==> src/rtl/spi_register_bridge.sv <==
// SPI mode-0 slave that turns address/data byte frames into CLK-synchronous register writes.
// Optional AUTO_INCREMENT_EN: the write pointer advances after every issued write.
module spi_register_bridge #(
   parameter int AddressWidth = 8,
   parameter int BitWidth     = 8,
   parameter int StrobeCycles = 2
) (
   input  logic                    CLK,
   input  logic                    _RST,
   input  logic                    SCK,
   input  logic                    MOSI,
   input  logic                    CS_n,
   output logic                    _Write,
   output logic [AddressWidth-1:0] AddressBus,
   output logic [BitWidth-1:0]     DataIn,
   output logic                    Busy,
   output logic                    Overrun
);

   localparam int CountWidth = (StrobeCycles > 1) ? $clog2(StrobeCycles) : 1;

   typedef enum logic [1:0] {FrameIdle, FrameAddr, FrameData} frameStateT;
   typedef enum logic [1:0] {WriteIdle, WriteSetup, WriteStrobe, WriteHold} writeStateT;

   frameStateT frameState, frameNext;
   writeStateT writeState, writeNext;

   logic [1:0]              sckSync, mosiSync, csSync;
   logic                    sckPrev, csPrev;
   logic                    sckRise, csHigh, csFall;
   logic [2:0]              bitCount;
   logic [7:0]              shiftReg, byteValue;
   logic                    byteComplete, issueWrite, dropByte;
   logic [AddressWidth-1:0] pointer;
   logic [CountWidth-1:0]   strobeCount;

   // CS_n synchronizer resets to the deselected level so reset does not fake a frame start
   always_ff @(posedge CLK or negedge _RST) begin
      if (!_RST) begin
         sckSync  <= 2'b00;
         sckPrev  <= 1'b0;
         mosiSync <= 2'b00;
         csSync   <= 2'b11;
         csPrev   <= 1'b1;
      end else begin
         sckSync  <= {sckSync[0], SCK};
         sckPrev  <= sckSync[1];
         mosiSync <= {mosiSync[0], MOSI};
         csSync   <= {csSync[0], CS_n};
         csPrev   <= csSync[1];
      end
   end

   assign sckRise      = sckSync[1] & ~sckPrev;
   assign csHigh       = csSync[1];
   assign csFall       = ~csSync[1] & csPrev;
   assign byteValue    = {shiftReg[6:0], mosiSync[1]};
   assign byteComplete = sckRise & ~csHigh & (bitCount == 3'd7);

   always_ff @(posedge CLK or negedge _RST) begin
      if (!_RST) begin
         bitCount <= 3'd0;
         shiftReg <= 8'h00;
      end else if (csHigh) begin
         bitCount <= 3'd0;
      end else if (sckRise) begin
         shiftReg <= byteValue;
         bitCount <= bitCount + 3'd1;
      end
   end

   always_ff @(posedge CLK or negedge _RST) begin
      if (!_RST) frameState <= FrameIdle;
      else       frameState <= frameNext;
   end

   always_comb begin
      frameNext = frameState;
      if (csHigh) begin
         frameNext = FrameIdle;
      end else begin
         case (frameState)
            FrameIdle: if (csFall)       frameNext = FrameAddr;
            FrameAddr: if (byteComplete) frameNext = FrameData;
            FrameData: frameNext = FrameData;
            default:   frameNext = FrameIdle;
         endcase
      end
   end

   assign issueWrite = (frameState == FrameData) & byteComplete & (writeState == WriteIdle);
   assign dropByte   = (frameState == FrameData) & byteComplete & (writeState != WriteIdle);

   always_ff @(posedge CLK or negedge _RST) begin
      if (!_RST) begin
         pointer <= '0;
      end else if ((frameState == FrameAddr) && byteComplete) begin
         pointer <= byteValue[AddressWidth-1:0];
`ifdef AUTO_INCREMENT_EN
      end else if (issueWrite) begin
         pointer <= pointer + AddressWidth'(1);
`endif
      end
   end

   // Overrun is sticky across the frame and only a new chip-select fall clears it
   always_ff @(posedge CLK or negedge _RST) begin
      if (!_RST)                               Overrun <= 1'b0;
      else if (frameState == FrameIdle && csFall) Overrun <= 1'b0;
      else if (dropByte)                       Overrun <= 1'b1;
   end

   always_comb begin
      writeNext = writeState;
      case (writeState)
         WriteIdle:   if (issueWrite) writeNext = WriteSetup;
         WriteSetup:  writeNext = WriteStrobe;
         WriteStrobe: if (strobeCount == CountWidth'(StrobeCycles - 1)) writeNext = WriteHold;
         WriteHold:   writeNext = WriteIdle;
         default:     writeNext = WriteIdle;
      endcase
   end

   // Strobe and busy are registered from the next state so the bus sees glitch-free edges
   always_ff @(posedge CLK or negedge _RST) begin
      if (!_RST) begin
         writeState  <= WriteIdle;
         strobeCount <= '0;
         _Write      <= 1'b1;
         Busy        <= 1'b0;
         AddressBus  <= '0;
         DataIn      <= '0;
      end else begin
         writeState <= writeNext;
         _Write     <= (writeNext != WriteStrobe);
         Busy       <= (writeNext != WriteIdle);
         if (writeState == WriteStrobe) strobeCount <= strobeCount + CountWidth'(1);
         else                           strobeCount <= '0;
         if (issueWrite) begin
            AddressBus <= pointer;
            DataIn     <= byteValue;
         end
      end
   end

endmodule

==> config.mk <==
export PLATFORM = sky130hd
export DESIGN_NAME = spi_register_bridge
export DESIGN_NICKNAME = d
export VERILOG_FILES = /design/src/rtl/spi_register_bridge.sv
export SDC_FILE = /design/constraint.sdc
export NUM_CORES = 1
export LEC_CHECK = 0
export BUFFER_PORTS_ARGS = -buffer_cell sky130_fd_sc_hd__buf_2
export CAP_MARGIN = 20
export CELL_PAD_IN_SITES_DETAIL_PLACEMENT = 1
export CELL_PAD_IN_SITES_GLOBAL_PLACEMENT = 1
export CORE_ASPECT_RATIO = 1.2
export CORE_UTILIZATION = 50
export DETAILED_ROUTE_END_ITERATION = 10
export GPL_TIMING_DRIVEN = 0
export HOLD_SLACK_MARGIN = 0.03
export PLACE_DENSITY_LB_ADDON = 0.1
export SETUP_SLACK_MARGIN = 0.4
export SLEW_MARGIN = 20
export SYNTH_ARGS = -nofsm -noshare
export SYNTH_HDL_FRONTEND = slang
export SYNTH_SLANG_ARGS = --single-unit
==> constraint.sdc <==
create_clock -name CLK -period 3.4 [get_ports CLK]
set_input_delay 0.68 -clock CLK [delete_from_list [all_inputs] [get_ports CLK]]
set_output_delay 0.68 -clock CLK [all_outputs]
set_load 0.01 [all_outputs]
## Yosys cells after proc, flatten, opt, wreduce, memory -nomap -nowiden

Index checks and enable logic that the tools add are counted.

| operators by class | value |
|---|---|
| multiplexer cells | 12 |
| shift-type cells | 0 |
| reduce and logical (&&, ||, !) cells | 10 |
| order comparisons | 0 |
| $add $sub $neg | 2 |
| bitwise logic cells | 9 |
| multiply operators | 0 |
| equal/unequal tests | 9 |
| divide/modulo/power cells | 0 |

Operator list:

| cell | number |
|---|---|
| $mux W2 | 5 |
| $pmux W2 S4 | 1 |
| $reduce_bool A2 Y1 | 4 |
| $and A1 B1 Y1 | 7 |
| $eq A2 B2 Y1 const B | 3 |
| $mux W3 | 2 |
| $ne A3 B3 Y1 const B | 2 |
| $pmux W2 S3 | 1 |
| $eq A2 B1 Y1 const B | 2 |
| $logic_not A2 Y1 | 2 |
| $reduce_and A2 Y1 | 2 |
| $add A3 B1 Y3 const B | 1 |
| $eq A3 B3 Y1 const B | 1 |
| $mux W1 | 3 |
| $logic_and A1 B1 Y1 | 2 |
| $ne A2 B2 Y1 const B | 1 |
| $not A1 Y1 | 2 |
| $add A1 B1 Y1 const B | 1 |

| word-level totals | value |
|---|---|
| memories | 0 |
| latch bits | 0 |
| bits in read-only memories | 0 |
| word-level logic and storage cells | 58 |
| output and inout bits | 19 |
| register bits | 50 |
| input bits | 5 |
| RAM bits | 0 |

## Logic depth before layout (Yosys ltp)

| logic depth | value |
|---|---|
| word-level depth | 9 |
| gate-level depth with buffers | 7 |
| gate-level depth less buffers | 5 |

## Least setup slack after synthesis

Ideal clock, no wire load.

| timing | value |
|---|---|
| kind | register -> register |
| start | register bitCount[0] |
| end | register AddressBus[0] |
| setup time | 0.125 ns |
| data arrival time | 1.671 ns |
| slack | 1.603 ns |
| required time | 3.275 ns |
| path buffers | 2 |
| cell stages (with the launch flop) | 8 |
| period minus slack after synthesis | 1.797 ns |
| path through | dfrtp_1 ha_1 ha_1 and4bb_4 and2_1 buf_6 buf_12 mux2_4 |

| on the way | value |
|---|---|
| longest elaborated chain between the ends | 4 |

RTL lines:

| element | RTL line | text |
|---|---|---|
| start: declaration | 31 | `logic [2:0] bitCount;` |
| start signal: assignment | 68 | `bitCount <= bitCount + 3'd1;` |
| $eq A3 B3 Y1 | 58 | `assign byteComplete = sckRise & ~csHigh & (bitCount == 3'd7);` |
| $and A1 B1 Y1 | 58 |  |
| $and A1 B1 Y1 (2 in series) | 91 | `assign issueWrite = (frameState == FrameData) & byteComplete & (writeState == WriteIdle);` |
| end signal: assignment | 140 | `AddressBus <= pointer;` |
| end: declaration | 14 | `output logic [AddressWidth-1:0] AddressBus,` |

No other way between the ends.
A chain may end at the register's enable or synchronous reset.

## Final worst setup path

| timing | value |
|---|---|
| start | register bitCount[0] |
| end | register AddressBus[6] |

Same word-level chain as after synthesis.

==> reports/metrics.yaml <==
finish:
  fill_cells: 368
  layout.nets: 172
  antenna_cells: 0
  areaGrowthSynthToFinish_pct: 13.5
  post-route-util: 0.612
  final_cell_mix: "46 x dfrtp_1, 22 x buf_2, 14 x mux2_2, 10 x mux2_4, 9 x ha_1"
  fin_cells: 211
  layout_commonest_cell: "dfrtp_1"
  drive_above_1_share: 0.396
synth:
  yosysTopAreaCell: "dfrtp_1"
  synth_top_family_by_area: "multiplexers"
  synth_cell_type_count: 27
  yosys_warnings: 0
  yosysSeqAreaShare: 0.621
  synth_fa_ha_area_frac: 0.0556
  netlist.area_leader.share: 0.569
  avgSynthCellArea_um2: 15.8
  synth_xor_area_frac: 0.00433
  syn-cell-area_um2: 2020
  ys_ff_latch: 50
  synth-edff-count: 0
  synth_nets: 142
  synth_compound_area_frac: 0.0352
  synth_mux_area_frac: 0.201
  synthArstFlopShare: 1.00
  synthSimpleGateAreaFrac: 0.0513
  netlist_instances: 128
  synth_area_leaders: "dfrtp_1 57%, mux2_2 7.8%, mux2_4 7.4%"
  synth_ff_type: "dfrtp_1"
clocking:
  cts.hold.buffers_added: 0
  cts_setup_buffers: 0
  clk_latency_ns: 0.29
  numCtsBuffers: 5
  cts-root-buf: "clkbuf_8"
  cts_tree: "yes"
  cts_resized: 0
  htreeDepth: 2
  cts_sinks: 50
  path_clk_slew_ns: 0.08
  clockBufferDepth: 2
power:
  power_density_nw_per_um2: 502
  leakagePower_nw: 1.19
  peakVddDrop_mv: 0.265
placement:
  dp.cells: 203
  globalplace.congestion: 0.785
  dpl.hpwl_um: 2520
  portBuffers: 23
drt:
  wl_per_cell_um: 16.5
  wl_um: 3480
  first_pass_iters: 2
  vias: 1116
  drtIter0Drc: 35
  vias_per_cell: 5.29
  antenna_left: 0
  drc: 0
timing:
  slew_viol_final: 0
  worstMarginPinSlew_ns: 0.642
  min_period_ns: 1.91
  finalCritPeriodShare: 0.563
  rsz0062_at_grt: "false"
  timing.fmax_ghz: 0.523
  hold-worst-slack_ns: 0.360
  clock_skew_ns: 0.00823
  setup_tns_ns: 0
  finalHoldViolCount: 0
  slew_headroom: 0.570
  setup_viol: 0
setup_path:
  reg2reg_slack_ns: 1.49
  worstPathArrival_ns: 2.09
  cp_max_fo: 10
  endpoint: "AddressBus[6]$_DFFE_PN0P_"
  worstSetupEndpointType: "flop"
  cp.required_ns: 3.58
  crit_start: "bitCount[0]$_DFFE_PN0P_"
  reg2reg_from: "bitCount[0]$_DFFE_PN0P_"
  reg2reg_to: "AddressBus[6]$_DFFE_PN0P_"
  cp-start-kind: "flop"
  r2r_cells: 7
  critical_path_class: "flop to flop"
grt:
  grt_util_all_layers: 0.196
  grt_max_degree: 51
  gr-total-overflow: 0
  antenna_found_initial: 0
  grt_pass1_vias: 1224
  grt_pass1_wl_um: 6040
die:
  die_area_um2: 4310
  chipWidth_um: 60.1
  io_pins: 24
  num_rows: 24
  core_um2: 3750
  die_y_um: 71.7
  initial_core_util: 0.539
worst_hold_path:
  min-delay-start: "sckSync[0]$_DFF_PN0_"
  worstHoldPathType: "flop to flop"
status:
  outcome: "completed"
job:
  timing.max_cap.violations: 0
==> kinds of logic (layout without fill, tap and decap cells) <==
kind of cell               Yosys count  count (layout)
DFF                                 50              50
muxes                               33              33
and+or+nand+nor                     16              16
buffers and inverters               10              41
adders and majority gates            9               9
AOI/OAI and AO/OA                    9               9
xor gates and xnor gates             1               1
==> flip-flops by register name, summed over array words and instances (netlist names), 3 cells and up <==
signal,flops
bitCount,3
DataIn,8
pointer,8
shiftReg,7
AddressBus,8
==> cells in the mapped netlist (all sizes together) (3+ instances only) <==
cell / n
buf: 3
mux2: 31
dfrtp: 46
inv: 7
dfstp: 4
nor2: 5
ha: 9
==> worst min-delay path by stage <==
stage                                  endpoint  cells past startpoint
after floorplan           mosiSync[1]$_DFF_PN0_                      0
after global placement    mosiSync[1]$_DFF_PN0_                      0
after detailed placement   sckSync[1]$_DFF_PN0_                      0
after CTS                   csSync[1]$_DFF_PN1_                      0
after global routing        csSync[1]$_DFF_PN1_                      0
final                      sckSync[1]$_DFF_PN0_                      0
==> layout make-up <==
cell class | count | area [um^2] | area share
Buffer | 3 | 38.8 | 0.0169
Clock buffer | 7 | 86.3 | 0.0376
Clock inverter | 1 | 5.00 | 0.00218
Inverter | 7 | 26.3 | 0.0114
Multi-Input combinational cell | 68 | 703 | 0.306
Sequential cell | 50 | 1260 | 0.547
Tap cell | 52 | 65.1 | 0.0283
Timing Repair Buffer | 23 | 118 | 0.0512
==> critical path: stages, from the launching register on <==
cell,delay [ns]
dfrtp_1,0.40
ha_1,0.20
ha_1,0.19
and4bb_4,0.23
and2_1,0.17
buf_6,0.14
buf_12,0.15
mux2_4,0.31
==> through the flow <==
stage          power [W]  cell area [um^2]  worst slack, ns
6_report         0.00115              2300             1.49
5_1_grt          0.00122              2300             1.42
4_1_cts          0.00117              2300             1.47
3_5_place_dp    0.000829              2200             1.48
3_3_place_gp    0.000813              2200             1.52
2_1_floorplan   0.000777              2020             1.60
==> metal layers <==
layer,vias to the layer above,wire [um],track usage
li1,505,-,-
met1,588,1320,0.214
met2,18,1990,0.349
met3,5,95,0.0451
met4,0,70,0.0930
met5,-,0,0
==> report_power, final <==
group	total [W]	leakage, nW	internal [W]	switching (W)
Sequential	0.000688	0.660	0.000645	0.0000428
Combinational	0.000129	0.479	0.0000601	0.0000694
Clock	0.000337	0.0482	0.000164	0.000173
(Power assumes the default switching activity.)
